===== config.mk =====
export PLATFORM = sky130hd
export DESIGN_NAME = i2c_senzor_target
export DESIGN_NICKNAME = d
export VERILOG_FILES = /design/src/rtl/senzor_pkg.sv /design/src/rtl/i2c_line_sync.sv /design/src/rtl/i2c_senzor_target.sv
export SDC_FILE = /design/constraint.sdc
export NUM_CORES = 1
export LEC_CHECK = 0
export CORE_ASPECT_RATIO = 1.25
export CORE_MARGIN = 10
export CORE_UTILIZATION = 58
export CTS_BUF_LIST = sky130_fd_sc_hd__clkbuf_2 sky130_fd_sc_hd__clkbuf_4 sky130_fd_sc_hd__clkbuf_8
export CTS_CLUSTER_DIAMETER = 150
export DETAILED_ROUTE_END_ITERATION = 7
export PLACE_DENSITY = 0.86
export REMOVE_ABC_BUFFERS = 1
export SETUP_SLACK_MARGIN = 0.15
export SLEW_MARGIN = 20
export SYNTH_ARGS = -nofsm -noshare
export SYNTH_HDL_FRONTEND = slang
export SYNTH_HIERARCHICAL = 1
export SYNTH_SLANG_ARGS = --single-unit

===== constraint.sdc =====
create_clock -name clk -period 5.35 [get_ports clk]
set_input_delay 1.605 -clock clk [delete_from_list [all_inputs] [get_ports clk]]
set_output_delay 1.605 -clock clk [all_outputs]
set_load 0.05 [all_outputs]

===== src/rtl/senzor_pkg.sv =====
// Shared types and constants for the colour-sensor I2C target.
package senzor_pkg;

    typedef enum logic [2:0] {
        IDLE,
        ADDR,
        ADDR_ACK,
        CMD,
        CMD_ACK,
        TX,
        TX_ACK,
        IGNORE
    } i2c_tgt_state_t;

    typedef enum logic [2:0] {
        CH_CLEAR = 3'd0,
        CH_RED,
        CH_GREEN,
        CH_BLUE,
        CH_IR
    } channel_e;

    localparam int NUM_CH = 5;

endpackage


===== src/rtl/i2c_line_sync.sv =====
// Synchronizes the SCL/SDA pad levels into the clk domain and flags
// SCL edges plus START/STOP conditions.
module i2c_line_sync #(
    parameter int SYNC_STAGES = 2
) (
    input  logic clk,
    input  logic rst_n,
    input  logic scl_in,
    input  logic sda_in,
    output logic scl_rise,
    output logic scl_fall,
    output logic sda_s,
    output logic start_det,
    output logic stop_det
);

    logic [SYNC_STAGES-1:0] scl_pipe;
    logic [SYNC_STAGES-1:0] sda_pipe;
    logic                   scl_d;
    logic                   sda_d;
    logic                   scl_s;

    // Idle bus is high on both lines, so the pipes reset to 1 to avoid a false edge.
    always_ff @(posedge clk or negedge rst_n) begin
        if (!rst_n) begin
            scl_pipe <= '1;
            sda_pipe <= '1;
            scl_d    <= 1'b1;
            sda_d    <= 1'b1;
        end else begin
            scl_pipe <= {scl_pipe[SYNC_STAGES-2:0], scl_in};
            sda_pipe <= {sda_pipe[SYNC_STAGES-2:0], sda_in};
            scl_d    <= scl_pipe[SYNC_STAGES-1];
            sda_d    <= sda_pipe[SYNC_STAGES-1];
        end
    end

    assign scl_s     = scl_pipe[SYNC_STAGES-1];
    assign sda_s     = sda_pipe[SYNC_STAGES-1];
    assign scl_rise  = scl_s & ~scl_d;
    assign scl_fall  = ~scl_s & scl_d;
    assign start_det = scl_s & scl_d & sda_d & ~sda_s;
    assign stop_det  = scl_s & scl_d & ~sda_d & sda_s;

endmodule


===== src/rtl/i2c_senzor_target.sv =====
// Colour-sensor I2C target: address match, channel command byte, and
// frozen-snapshot readout of 16-bit channel samples over open-drain SDA.
module i2c_senzor_target
    import senzor_pkg::*;
#(
    parameter logic [6:0] TARGET_ADDR = 7'h29,
    parameter int         SYNC_STAGES = 2
) (
    input  logic        clk,
    input  logic        rst_n,
    input  logic        scl_in,
    input  logic        sda_in,
    output logic        sda_oe,
    input  logic [15:0] clear_data,
    input  logic [15:0] red_data,
    input  logic [15:0] green_data,
    input  logic [15:0] blue_data,
    input  logic [15:0] infrared_data,
    input  logic        endian,
    output logic        data_enable,
    output logic        busy,
    output logic        nack_err
);

    logic scl_rise, scl_fall, sda_s, start_det, stop_det;

    i2c_line_sync #(.SYNC_STAGES(SYNC_STAGES)) u_line_sync (
        .clk       (clk),
        .rst_n     (rst_n),
        .scl_in    (scl_in),
        .sda_in    (sda_in),
        .scl_rise  (scl_rise),
        .scl_fall  (scl_fall),
        .sda_s     (sda_s),
        .start_det (start_det),
        .stop_det  (stop_det)
    );

    i2c_tgt_state_t state_q, state_d;
    logic [2:0]     bit_cnt_q, bit_cnt_d;
    logic [6:0]     shift_q, shift_d;
    logic [2:0]     ptr_q, ptr_d;
    logic           byte_idx_q, byte_idx_d;
    logic           ack_seen_q, ack_seen_d;
    logic           cmd_ok_q, cmd_ok_d;
    logic           rw_q, rw_d;
    logic           sda_oe_q, sda_oe_d;
    logic           busy_q, busy_d;
    logic           data_enable_q, data_enable_d;
    logic           nack_err_q, nack_err_d;
    logic           snap_load;

    logic [15:0]    snap_q [NUM_CH];
    logic           snap_endian_q;
    logic [15:0]    tx_word;
    logic [7:0]     tx_byte;
    logic [7:0]     cmd_byte;

    assign cmd_byte = {shift_q, sda_s};

    always_comb begin
        case (ptr_q)
            CH_RED:   tx_word = snap_q[1];
            CH_GREEN: tx_word = snap_q[2];
            CH_BLUE:  tx_word = snap_q[3];
            CH_IR:    tx_word = snap_q[4];
            default:  tx_word = snap_q[0];
        endcase
        tx_byte = (byte_idx_q ^ snap_endian_q) ? tx_word[15:8] : tx_word[7:0];
    end

    // The snapshot is taken once per read so the whole transfer sees consistent samples.
    always_ff @(posedge clk or negedge rst_n) begin
        if (!rst_n) begin
            for (int i = 0; i < NUM_CH; i++) snap_q[i] <= '0;
            snap_endian_q <= 1'b0;
        end else if (snap_load) begin
            snap_q[0]     <= clear_data;
            snap_q[1]     <= red_data;
            snap_q[2]     <= green_data;
            snap_q[3]     <= blue_data;
            snap_q[4]     <= infrared_data;
            snap_endian_q <= endian;
        end
    end

    always_ff @(posedge clk or negedge rst_n) begin
        if (!rst_n) begin
            state_q       <= IDLE;
            bit_cnt_q     <= '0;
            shift_q       <= '0;
            ptr_q         <= '0;
            byte_idx_q    <= 1'b0;
            ack_seen_q    <= 1'b0;
            cmd_ok_q      <= 1'b0;
            rw_q          <= 1'b0;
            sda_oe_q      <= 1'b0;
            busy_q        <= 1'b0;
            data_enable_q <= 1'b0;
            nack_err_q    <= 1'b0;
        end else begin
            state_q       <= state_d;
            bit_cnt_q     <= bit_cnt_d;
            shift_q       <= shift_d;
            ptr_q         <= ptr_d;
            byte_idx_q    <= byte_idx_d;
            ack_seen_q    <= ack_seen_d;
            cmd_ok_q      <= cmd_ok_d;
            rw_q          <= rw_d;
            sda_oe_q      <= sda_oe_d;
            busy_q        <= busy_d;
            data_enable_q <= data_enable_d;
            nack_err_q    <= nack_err_d;
        end
    end

    // ACK states span two SCL falls: the first one drives the ACK level, the
    // second (after the 9th rise sets ack_seen) hands SDA to the next phase.
    always_comb begin
        state_d       = state_q;
        bit_cnt_d     = bit_cnt_q;
        shift_d       = shift_q;
        ptr_d         = ptr_q;
        byte_idx_d    = byte_idx_q;
        ack_seen_d    = ack_seen_q;
        cmd_ok_d      = cmd_ok_q;
        rw_d          = rw_q;
        sda_oe_d      = sda_oe_q;
        busy_d        = busy_q;
        data_enable_d = 1'b0;
        nack_err_d    = 1'b0;
        snap_load     = 1'b0;

        if (stop_det) begin
            state_d  = IDLE;
            sda_oe_d = 1'b0;
            busy_d   = 1'b0;
        end else if (start_det) begin
            state_d    = ADDR;
            sda_oe_d   = 1'b0;
            bit_cnt_d  = '0;
            ack_seen_d = 1'b0;
        end else begin
            case (state_q)
                ADDR: begin
                    if (scl_rise) begin
                        shift_d = {shift_q[5:0], sda_s};
                        if (bit_cnt_q == 3'd7) begin
                            if (shift_q == TARGET_ADDR) begin
                                state_d    = ADDR_ACK;
                                ack_seen_d = 1'b0;
                                rw_d       = sda_s;
                                busy_d     = 1'b1;
                                if (sda_s) begin
                                    snap_load     = 1'b1;
                                    data_enable_d = 1'b1;
                                    byte_idx_d    = 1'b0;
                                end
                            end else begin
                                state_d = IGNORE;
                            end
                        end else begin
                            bit_cnt_d = bit_cnt_q + 3'd1;
                        end
                    end
                end
                ADDR_ACK: begin
                    if (scl_rise) ack_seen_d = 1'b1;
                    if (scl_fall) begin
                        if (!ack_seen_q) begin
                            sda_oe_d = 1'b1;
                        end else begin
                            bit_cnt_d = '0;
                            if (rw_q) begin
                                state_d  = TX;
                                sda_oe_d = ~tx_byte[7];
                            end else begin
                                state_d  = CMD;
                                sda_oe_d = 1'b0;
                            end
                        end
                    end
                end
                CMD: begin
                    if (scl_rise) begin
                        shift_d = {shift_q[5:0], sda_s};
                        if (bit_cnt_q == 3'd7) begin
                            state_d    = CMD_ACK;
                            ack_seen_d = 1'b0;
                            if (cmd_byte < 8'(NUM_CH)) begin
                                ptr_d    = cmd_byte[2:0];
                                cmd_ok_d = 1'b1;
                            end else begin
                                cmd_ok_d   = 1'b0;
                                nack_err_d = 1'b1;
                            end
                        end else begin
                            bit_cnt_d = bit_cnt_q + 3'd1;
                        end
                    end
                end
                CMD_ACK: begin
                    if (scl_rise) ack_seen_d = 1'b1;
                    if (scl_fall) begin
                        if (!ack_seen_q) begin
                            sda_oe_d = cmd_ok_q;
                        end else begin
                            state_d  = IGNORE;
                            sda_oe_d = 1'b0;
                        end
                    end
                end
                TX: begin
                    if (scl_fall) sda_oe_d = ~tx_byte[~bit_cnt_q];
                    if (scl_rise) begin
                        if (bit_cnt_q == 3'd7) begin
                            state_d    = TX_ACK;
                            ack_seen_d = 1'b0;
                        end else begin
                            bit_cnt_d = bit_cnt_q + 3'd1;
                        end
                    end
                end
                TX_ACK: begin
                    if (scl_rise) begin
                        if (sda_s) begin
                            state_d = IGNORE;
                        end else begin
                            ack_seen_d = 1'b1;
                            byte_idx_d = ~byte_idx_q;
                            if (byte_idx_q) begin
                                ptr_d = (ptr_q == 3'(CH_IR)) ? 3'd0 : ptr_q + 3'd1;
                            end
                        end
                    end
                    if (scl_fall) begin
                        if (!ack_seen_q) begin
                            sda_oe_d = 1'b0;
                        end else begin
                            state_d   = TX;
                            bit_cnt_d = '0;
                            sda_oe_d  = ~tx_byte[7];
                        end
                    end
                end
                default: ;
            endcase
        end
    end

    assign sda_oe      = sda_oe_q;
    assign busy        = busy_q;
    assign data_enable = data_enable_q;
    assign nack_err    = nack_err_q;

endmodule


==> impl_metrics.env, run 1 <==
export IMPL_crit_path_frequent_cell="or4_1"
export IMPL_crit_arrival_ns=3.51
export IMPL_drc=0
export IMPL_synth_edf_count=0
export IMPL_drt_iter0_drc=339
export IMPL_setup_viol_count_final=0
export IMPL_nNetsFinal=779
export IMPL_worst_slack_ns=2.15
export IMPL_synthAdderAreaFrac_pct=1.63
export IMPL_hpwl_um=9870
export IMPL_rsz0062_at_grt="no"
export IMPL_fin_util_pct=71.2
export IMPL_synth_simple_area_share_pct=27.0
export IMPL_cp_slowest_cell="or4_1"
export IMPL_synth_cell_types=50
export IMPL_finClkSkew_ns=0.00967
export IMPL_cap_viol_max_count=0
export IMPL_htree_num_levels=3
export IMPL_num_io_pins=89
export IMPL_rows=39
export IMPL_status="complete, no violations"
export IMPL_layout_common_cells="nand2_1 (275), dfrtp_1 (105), clkdlybuf4s50_1 (87), nor2_1 (21), a221oi_1 (17)"
export IMPL_drt_pre_antenna_iters=5
export IMPL_path_class="flop to flop"
export IMPL_io_buffers=88
export IMPL_path_max_fanout=17
export IMPL_initial_core_util_pct=59.2
export IMPL_placed_area_um2=6260
export IMPL_cp_start_kind="flop"
export IMPL_via_count=4659
export IMPL_fmax_ghz=0.312
export IMPL_synth_cells=627
export IMPL_fin_cells=815
export IMPL_holdWs_ns=0.362
export IMPL_worst_pin_slew_ns=0.924
export IMPL_synth_mux_area_fraction_pct=2.91
export IMPL_synth_area_leaders="dfrtp_1 (49%), nand2_1 (19%), dfstp_2 (2.9%), a221oi_1 (2.8%), clkbuf_1 (2.6%)"
export IMPL_dp_cells=799
export IMPL_min_path_type="flop to flop"
export IMPL_synth_seq_area_share_pct=51.8
export IMPL_dieHeight_um=128
export IMPL_synth_xor_area_share_pct=0.629
export IMPL_cts_resized=0
export IMPL_finalHoldViolCount=0
export IMPL_layout_commonest_cell="nand2_1"
export IMPL_clock_sinks=111
export IMPL_cp_required_ns=5.66
export IMPL_coreArea_um2=9080
export IMPL_gp_congestion=0.869
export IMPL_ctsHoldBuffers=0
export IMPL_clk_pin_slew_ns=0.10
export IMPL_path_cells="inv_1 -> ha_1 -> or4_1 -> nand2_2 -> mux4_2 -> a211o_1 -> or4_1 -> o22ai_1"
export IMPL_fin_crit_sh_pct=59.9
export IMPL_pre_cts_ws_ns=2.20
export IMPL_synth_async_reset_ratio_pct=100
export IMPL_power_density_nw_per_um2=349
export IMPL_grt_max_degree=83
export IMPL_total_power_mw=2.25
export IMPL_cts_max_path_buffers=2
export IMPL_avgViaCountPerCell=5.72
export IMPL_post_drt_wl_per_cell_um=16.7
export IMPL_synth_compound_area_share_pct=12.0
export IMPL_ant_nets=0
export IMPL_yosysTopAreaCellShare_pct=48.9
export IMPL_ys_ff_latch=111
export IMPL_track_usage_pct=20.5
export IMPL_postCtsSetupBuffers=0
export IMPL_antenna_found_initial=0
export IMPL_fin_crit_ns=3.20
export IMPL_vdd_drop_max_uv=199
export IMPL_die_w_um=106
export IMPL_diodes=0
export IMPL_syn_area_um2=5370
export IMPL_grt_pass1_wl_um=22800
export IMPL_p_leak_nw=2.74
export IMPL_yosys_warnings=6
export IMPL_synth_top_family_by_area="simple AND/OR/NAND/NOR gates"
export IMPL_dieArea_um2=13500
export IMPL_cp_slowest_stage_delay_ns=0.63
export IMPL_fillers=712
export IMPL_cts_root_buffer="clkbuf_8"
export IMPL_cts_buffers=9
export IMPL_grt_ovfl_total=0
export IMPL_clkLatencyLatePin_ns=0.39
export IMPL_drt_wl_total_um=13600
export IMPL_synth_area_per_cell_um2=8.57
export IMPL_finalMaxSlewViolations=0
export IMPL_setup_tns_ns=0
export IMPL_layout_drive_gt1_share_pct=6.50
export IMPL_ys_flop_type="dfrtp_1"
export IMPL_slew_headroom_pct=38.4
export IMPL_grt_pass1_vias=4818
export IMPL_area_growth_pct=20.2
export IMPL_yosysTopAreaCell="dfrtp_1"
export IMPL_design_area_um2=6460
export IMPL_cts_tree="done"
export IMPL_cp_end_kind="flop"
flip-flops by register name (all words and copies together), names as in the netlist, 2 cells and up:
register	count
snap_q	80
shift_q	7
bit_cnt_q	3
ptr_q	3
state_q	3
u_line_sync/scl_pipe	2
u_line_sync/sda_pipe	2
cells in the mapped netlist (3+ instances only):
cell / number
a31oi_1: 4
dfrtp_1: 105
or2_2: 3
a32oi_1: 3
clkbuf_1: 37
dfstp_2: 6
nor4_1: 5
or4_1: 3
nand3_1: 12
o21ai_0: 12
a22o_1: 4
nor3_1: 6
a22oi_1: 12
nand4_1: 3
ha_1: 7
a21oi_1: 16
nor2_1: 21
o211ai_1: 6
o2111ai_1: 3
mux2_2: 9
a221oi_1: 17
nand2_1: 275
nor2b_1: 8
buf_2: 4
inv_1: 8
o22ai_1: 3
routing by layer:
metal / share of wire, % / vias to the layer above / global-route usage, %
met2: 52 / 159 / 35.8
met4: 2.6 / 0 / 9.10
met5: 0 / - / 0
met1: 40 / 2241 / 23.9
li1: - / 2228 / -
met3: 5.4 / 31 / 3.92
report_power, final:
| part | leakage, nW | total [mW] | switching, mW | internal, mW |
|---|---|---|---|---|
| registers | 1.09 | 1.03 | 0.129 | 0.899 |
| logic | 1.55 | 0.725 | 0.396 | 0.329 |
| clock network | 0.104 | 0.501 | 0.285 | 0.216 |
| total | 2.74 | 2.25 | 0.810 | 1.44 |
critical path, delay by kind of cell (launching register included):
| family | cells | cell delay [ns] |
|---|---|---|
| adder cells (fa/ha/maj) | 1 | 0.43 |
| AO/OA/AOI/OAI | 2 | 0.42 |
| multiplexers | 1 | 0.34 |
| AND/OR/NAND/NOR | 3 | 1.38 |
| buffers and inverters | 1 | 0.09 |
| flip-flops | 1 | 0.45 |
final timing paths:
kind	startpoint	to	slack, ns	cells after the start
worst max-delay path	ptr_q[0]	sda_oe	2.15	8
worst min-delay path	u_line_sync/scl_pipe[0]	u_line_sync/scl_pipe[1]	0.36	0
worst max register to register	ptr_q[0]	sda_oe	2.15	8
worst min register to register	u_line_sync/scl_pipe[0]	u_line_sync/scl_pipe[1]	0.36	0
max in group asynchronous	rst_n	u_line_sync/sda_pipe[1]	2.99	2
min in group asynchronous	rst_n	rw_q	1.33	1
cells by family after synthesis:
kind of cell             count (synthesis)
AND/OR/NAND/NOR                        351
flip-flops                             111
AO/OA/AOI/OAI                           91
buffers and inverters                   52
multiplexers                            12
adder cells (fa/ha/maj)                  7
XOR/XNOR                                 3
final cells by class:
type | count | area (um^2) | share of cell area (%)
Timing Repair Buffer | 93 | 916 | 14.2
Tap cell | 123 | 154 | 2.38
Clock buffer | 13 | 173 | 2.67
Inverter | 8 | 30.0 | 0.465
Sequential cell | 111 | 2790 | 43.1
Multi-Input combinational cell | 464 | 2380 | 36.8
Clock inverter | 3 | 22.5 | 0.349
(Power assumes the default switching activity.)
==> run 2: changes to the inputs <==
--- a/config.mk
+++ b/config.mk
@@ -7,11 +7,11 @@
 export LEC_CHECK = 0
 export CORE_ASPECT_RATIO = 1.25
 export CORE_MARGIN = 10
-export CORE_UTILIZATION = 58
+export CORE_UTILIZATION = 55
 export CTS_BUF_LIST = sky130_fd_sc_hd__clkbuf_2 sky130_fd_sc_hd__clkbuf_4 sky130_fd_sc_hd__clkbuf_8
 export CTS_CLUSTER_DIAMETER = 150
 export DETAILED_ROUTE_END_ITERATION = 7
-export PLACE_DENSITY = 0.86
+export PLACE_DENSITY = 0.82
 export REMOVE_ABC_BUFFERS = 1
 export SETUP_SLACK_MARGIN = 0.15
 export SLEW_MARGIN = 20
==> constraint.sdc (replaced) <==
create_clock -name clk -period 3.1 [get_ports clk]
set_input_delay 0.93 -clock clk [delete_from_list [all_inputs] [get_ports clk]]
set_output_delay 0.93 -clock clk [all_outputs]
set_load 0.05 [all_outputs]
==> impl_metrics.env, run 2 (synthesis results as in run 1) <==
export IMPL_status="complete, no violations"
export IMPL_cp_start_kind="flop"
export IMPL_io_buffers=88
export IMPL_num_io_pins=89
export IMPL_hpwl_um=10400
export IMPL_p_comb_share_pct=33.6
export IMPL_post_drt_wl_per_cell_um=16.9
export IMPL_clk_pin_slew_ns=0.10
export IMPL_clock_sinks=111
export IMPL_postCtsSetupBuffers=0
export IMPL_dieHeight_um=131
export IMPL_fmax_ghz=0.367
export IMPL_switchingPower_mw=1.43
export IMPL_fin_crit_sh_pct=88.0
export IMPL_via_count=4617
export IMPL_use_met3_pct=3.63
export IMPL_grt_pass1_wl_um=23300
export IMPL_holdWs_ns=0.363
export IMPL_drt_wl_total_um=14000
export IMPL_layout_commonest_cell="nand2_1"
export IMPL_avgViaCountPerCell=5.58
export IMPL_setup_tns_ns=0
export IMPL_gp_congestion=0.917
export IMPL_cts_max_path_buffers=2
export IMPL_vdd_drop_max_uv=319
export IMPL_p_leak_nw=2.80
export IMPL_htree_num_levels=3
export IMPL_slew_headroom_pct=49.2
export IMPL_coreArea_um2=9560
export IMPL_track_usage_pct=20.5
export IMPL_cts_root_buffer="clkbuf_8"
export IMPL_rsz0062_at_grt="no"
export IMPL_grt_pass1_vias=4826
export IMPL_diodes=0
export IMPL_cp_slowest_stage_delay_ns=0.63
export IMPL_finalHoldViolCount=0
export IMPL_path_class="flop to flop"
export IMPL_path_max_fanout=15
export IMPL_area_growth_pct=22.5
export IMPL_met2_usage_pct=36.0
export IMPL_switching_share_pct=35.9
export IMPL_hold_path_cell_count=0
export IMPL_path_cells="inv_1 -> ha_1 -> buf_4 -> a221oi_1 -> o32ai_1 -> o2111ai_1 -> o31ai_1 -> or4_1 -> o22ai_1"
export IMPL_antenna_found_initial=0
export IMPL_setup_viol_count_final=0
export IMPL_cp_slowest_cell="dfrtp_1"
export IMPL_nNetsFinal=790
export IMPL_internal_power_mw=2.55
export IMPL_cp_end_kind="flop"
export IMPL_largest_reg_flops=80
export IMPL_fin_cells=828
export IMPL_total_power_mw=3.98
export IMPL_power_frac_clock_pct=22.0
export IMPL_clkLatencyLatePin_ns=0.38
export IMPL_layout_common_cells="nand2_1 (275), dfrtp_1 (105), clkdlybuf4s50_1 (87), nor2_1 (21), a221oi_1 (17)"
export IMPL_crit_arrival_ns=3.03
export IMPL_dp_cells=813
export IMPL_dieArea_um2=14100
export IMPL_regMostFlops="snap_q"
export IMPL_seq_power_share_pct=44.3
export IMPL_min_path_type="flop to flop"
export IMPL_finClkSkew_ns=0.00870
export IMPL_grt_max_degree=83
export IMPL_gr_max_usage_layer="met2"
export IMPL_initial_core_util_pct=56.2
export IMPL_fillers=758
export IMPL_cp_required_ns=3.40
export IMPL_layout_drive_gt1_share_pct=7.83
export IMPL_die_w_um=108
export IMPL_drc=0
export IMPL_fin_crit_ns=2.73
export IMPL_r2r_cells=9
export IMPL_ctsHoldBuffers=0
export IMPL_rows=40
export IMPL_drt_iter0_drc=319
export IMPL_globalRouteMet1Util_pct=24.0
export IMPL_cts_buffers=9
export IMPL_power_density_nw_per_um2=604
export IMPL_finalMaxSlewViolations=0
export IMPL_ant_nets=0
export IMPL_cts_resized=0
export IMPL_grt_ovfl_total=0
export IMPL_cts_tree="done"
export IMPL_largestRegisters="snap_q (80), shift_q (7)"
export IMPL_cap_viol_max_count=0
export IMPL_drt_pre_antenna_iters=5
export IMPL_worst_pin_slew_ns=0.757
-- run 2: cell type report --
cell class / instances / area, um^2 / area share, %
Clock buffer: 9 / 124 / 1.88
Clock inverter: 6 / 70.1 / 1.06
Inverter: 8 / 30.0 / 0.456
Multi-Input combinational cell: 464 / 2380 / 36.1
Sequential cell: 111 / 2790 / 42.3
Tap cell: 126 / 158 / 2.40
Timing Repair Buffer: 104 / 1040 / 15.7
-- run 2: final timing paths --
check / from / endpoint / slack, ns
worst max-delay path: ptr_q[2] / sda_oe / 0.37
worst min-delay path: u_line_sync/scl_pipe[0] / u_line_sync/scl_pipe[1] / 0.36
worst max register to register: ptr_q[2] / sda_oe / 0.37
worst min register to register: u_line_sync/scl_pipe[0] / u_line_sync/scl_pipe[1] / 0.36
max in group asynchronous: rst_n / snap_q[9] / 1.92
min in group asynchronous: rst_n / snap_q[19] / 0.50
-- run 2: worst max-delay path, delay by kind of cell (launching register included) --
kind	cells	cell delay, ns
AOI/OAI and AO/OA	5	0.97
DFF	1	0.63
adders and majority gates	1	0.33
and+or+nand+nor	1	0.40
buffers and inverters	2	0.32
-- run 2: power groups by stage --
stage | sequential, mW | clock, mW | combinational [mW]
after floorplan | 1.74 | 0 | 0.832
after global placement | 1.78 | 0 | 1.31
after detailed placement | 1.79 | 0 | 1.33
after CTS | 1.76 | 0.888 | 1.34
after global routing | 1.79 | 0.941 | 1.49
final | 1.76 | 0.875 | 1.34
-- run 2: metal layers --
metal  up-vias  wire (um)
met5         -          0
met4         0        418
met3        31        712
met2       149       7130
met1      2194       5740
li1       2243          -
-- run 2: per-stage QoR --
stage | setup slack [ns] | utilization, % | area, um^2
5_1_grt | 0.184 | 68.8 | 6580
4_1_cts | 0.353 | 68.8 | 6580
3_5_place_dp | 0.435 | 66.8 | 6390
6_report | 0.372 | 68.8 | 6580
2_1_floorplan | 0.0587 | - | 5190
3_3_place_gp | 0.476 | 66.8 | 6390
==> run 3: changes to the inputs <==
--- a/config.mk
+++ b/config.mk
@@ -6,7 +6,7 @@
 export NUM_CORES = 1
 export LEC_CHECK = 0
 export CORE_ASPECT_RATIO = 1.25
-export CORE_MARGIN = 10
+export CORE_MARGIN = 2
 export CORE_UTILIZATION = 55
 export CTS_BUF_LIST = sky130_fd_sc_hd__clkbuf_2 sky130_fd_sc_hd__clkbuf_4 sky130_fd_sc_hd__clkbuf_8
 export CTS_CLUSTER_DIAMETER = 150
==> impl_metrics.env, run 3 (synthesis results as in run 1) <==
export IMPL_status="complete, no violations"
export IMPL_placed_area_um2=6380
export IMPL_fin_util_pct=68.8
export IMPL_switching_share_pct=36.4
export IMPL_cts_max_path_buffers=2
export IMPL_finClkSkew_ns=0.00735
export IMPL_clock_sinks=111
export IMPL_slew_headroom_pct=50.1
export IMPL_pre_cts_ws_ns=0.423
export IMPL_power_frac_clock_pct=21.9
export IMPL_regMostFlops="snap_q"
export IMPL_worst_pin_slew_ns=0.743
export IMPL_initial_core_util_pct=56.2
export IMPL_track_usage_pct=27.1
export IMPL_setup_viol_count_final=0
export IMPL_drt_pre_antenna_iters=5
export IMPL_io_buffers=88
export IMPL_hpwl_um=9670
export IMPL_cts_resized=0
export IMPL_largestRegisters="snap_q (80), shift_q (7)"
export IMPL_power_density_nw_per_um2=609
export IMPL_cts_root_buffer="clkbuf_8"
export IMPL_path_class="flop to flop"
export IMPL_grt_ovfl_total=0
export IMPL_drt_iter0_drc=388
export IMPL_rows=40
export IMPL_drc=0
export IMPL_fillers=761
export IMPL_vdd_drop_max_uv=378
export IMPL_fin_crit_ns=2.74
export IMPL_via_count=4745
export IMPL_path_max_fanout=15
export IMPL_fin_crit_sh_pct=88.3
export IMPL_grt_pass1_wl_um=22600
export IMPL_layout_common_cells="nand2_1 (275), dfrtp_1 (105), clkdlybuf4s50_1 (87), nor2_1 (21), a221oi_1 (17)"
export IMPL_nNetsFinal=789
export IMPL_num_io_pins=89
export IMPL_antenna_found_initial=0
export IMPL_post_drt_wl_per_cell_um=16.3
export IMPL_grt_max_degree=83
export IMPL_die_w_um=92.4
export IMPL_cts_tree="done"
export IMPL_worst_slack_ns=0.364
export IMPL_fmax_ghz=0.365
export IMPL_crit_arrival_ns=3.05
export IMPL_fin_cells=828
export IMPL_drt_wl_total_um=13500
export IMPL_seq_power_share_pct=44.3
export IMPL_cp_end_kind="flop"
export IMPL_avgViaCountPerCell=5.73
export IMPL_finalHoldViolCount=0
export IMPL_dp_cells=812
export IMPL_internal_power_mw=2.54
export IMPL_ctsHoldBuffers=0
export IMPL_min_path_type="flop to flop"
export IMPL_cp_start_kind="flop"
export IMPL_grt_pass1_vias=4751
export IMPL_gp_congestion=0.884
export IMPL_switchingPower_mw=1.46
export IMPL_rsz0062_at_grt="no"
export IMPL_p_leak_nw=2.80
export IMPL_coreArea_um2=9560
export IMPL_holdWs_ns=0.363
export IMPL_cp_required_ns=3.41
export IMPL_diodes=0
export IMPL_p_comb_share_pct=33.8
export IMPL_dieArea_um2=10600
export IMPL_dieHeight_um=115
export IMPL_area_growth_pct=22.3
export IMPL_htree_num_levels=3
export IMPL_layout_commonest_cell="nand2_1"
export IMPL_cap_viol_max_count=0
export IMPL_layout_drive_gt1_share_pct=7.83
export IMPL_largest_reg_flops=80
export IMPL_finalMaxSlewViolations=0
export IMPL_clkLatencyLatePin_ns=0.38
export IMPL_design_area_um2=6570
export IMPL_clk_pin_slew_ns=0.10
export IMPL_postCtsSetupBuffers=0
export IMPL_ant_nets=0
export IMPL_setup_tns_ns=0
export IMPL_cts_buffers=9
export IMPL_total_power_mw=4.00
## run 3: cell count changes in the layout (fill, tap and decap cells not counted)
cell        previous run  this run
buf_4                 14        13
inv_8                  1         0
clkinv_2               1         3
clkinvlp_4             2         1
inv_6                  1         2
## run 3: power by group through the flow
stage | logic, mW | clock network [mW] | registers, mW
floorplan | 0.832 | 0 | 1.74
global placement | 1.29 | 0 | 1.78
detailed placement | 1.32 | 0 | 1.79
CTS | 1.34 | 0.883 | 1.76
global route | 1.48 | 0.942 | 1.79
finish | 1.35 | 0.876 | 1.77
## run 3: worst paths after layout
check | from | end | slack [ns] | cells after the start
worst max-delay path | ptr_q[2] | sda_oe | 0.36 | 7
worst min-delay path | u_line_sync/scl_pipe[0] | u_line_sync/scl_pipe[1] | 0.36 | 0
worst max register to register | ptr_q[2] | sda_oe | 0.36 | 7
worst min register to register | u_line_sync/scl_pipe[0] | u_line_sync/scl_pipe[1] | 0.36 | 0
max in group asynchronous | rst_n | u_line_sync/sda_pipe[0] | 1.78 | 2
min in group asynchronous | rst_n | bit_cnt_q[2] | 0.54 | 1
## run 3: worst max-delay path, stage by stage (launching register included)
cell     delay [ns]
dfrtp_1        0.65
inv_1          0.09
ha_1           0.34
a22o_1         0.26
mux4_2         0.46
a211o_1        0.29
or4_1          0.46
o22ai_1        0.11
## run 3: final cells by class
| cell class | instances | area, um^2 | share of cell area (%) |
|---|---|---|---|
| Tap cell | 126 | 158 | 2.40 |
| Timing Repair Buffer | 103 | 1030 | 15.6 |
| Clock inverter | 7 | 70.1 | 1.07 |
| Clock buffer | 9 | 124 | 1.88 |
| Sequential cell | 111 | 2790 | 42.4 |
| Multi-Input combinational cell | 464 | 2380 | 36.2 |
| Inverter | 8 | 30.0 | 0.457 |
## run 3: routing by layer
layer | vias to the layer above | track usage, % | part of all wire [%] | wire length [um]
met1 | 2249 | 33.6 | 40 | 5390
met4 | 0 | 13.9 | 4.2 | 572
met3 | 47 | 3.55 | 5.3 | 708
li1 | 2248 | - | - | -
met2 | 201 | 46.4 | 51 | 6810
met5 | - | 0 | 0 | 0
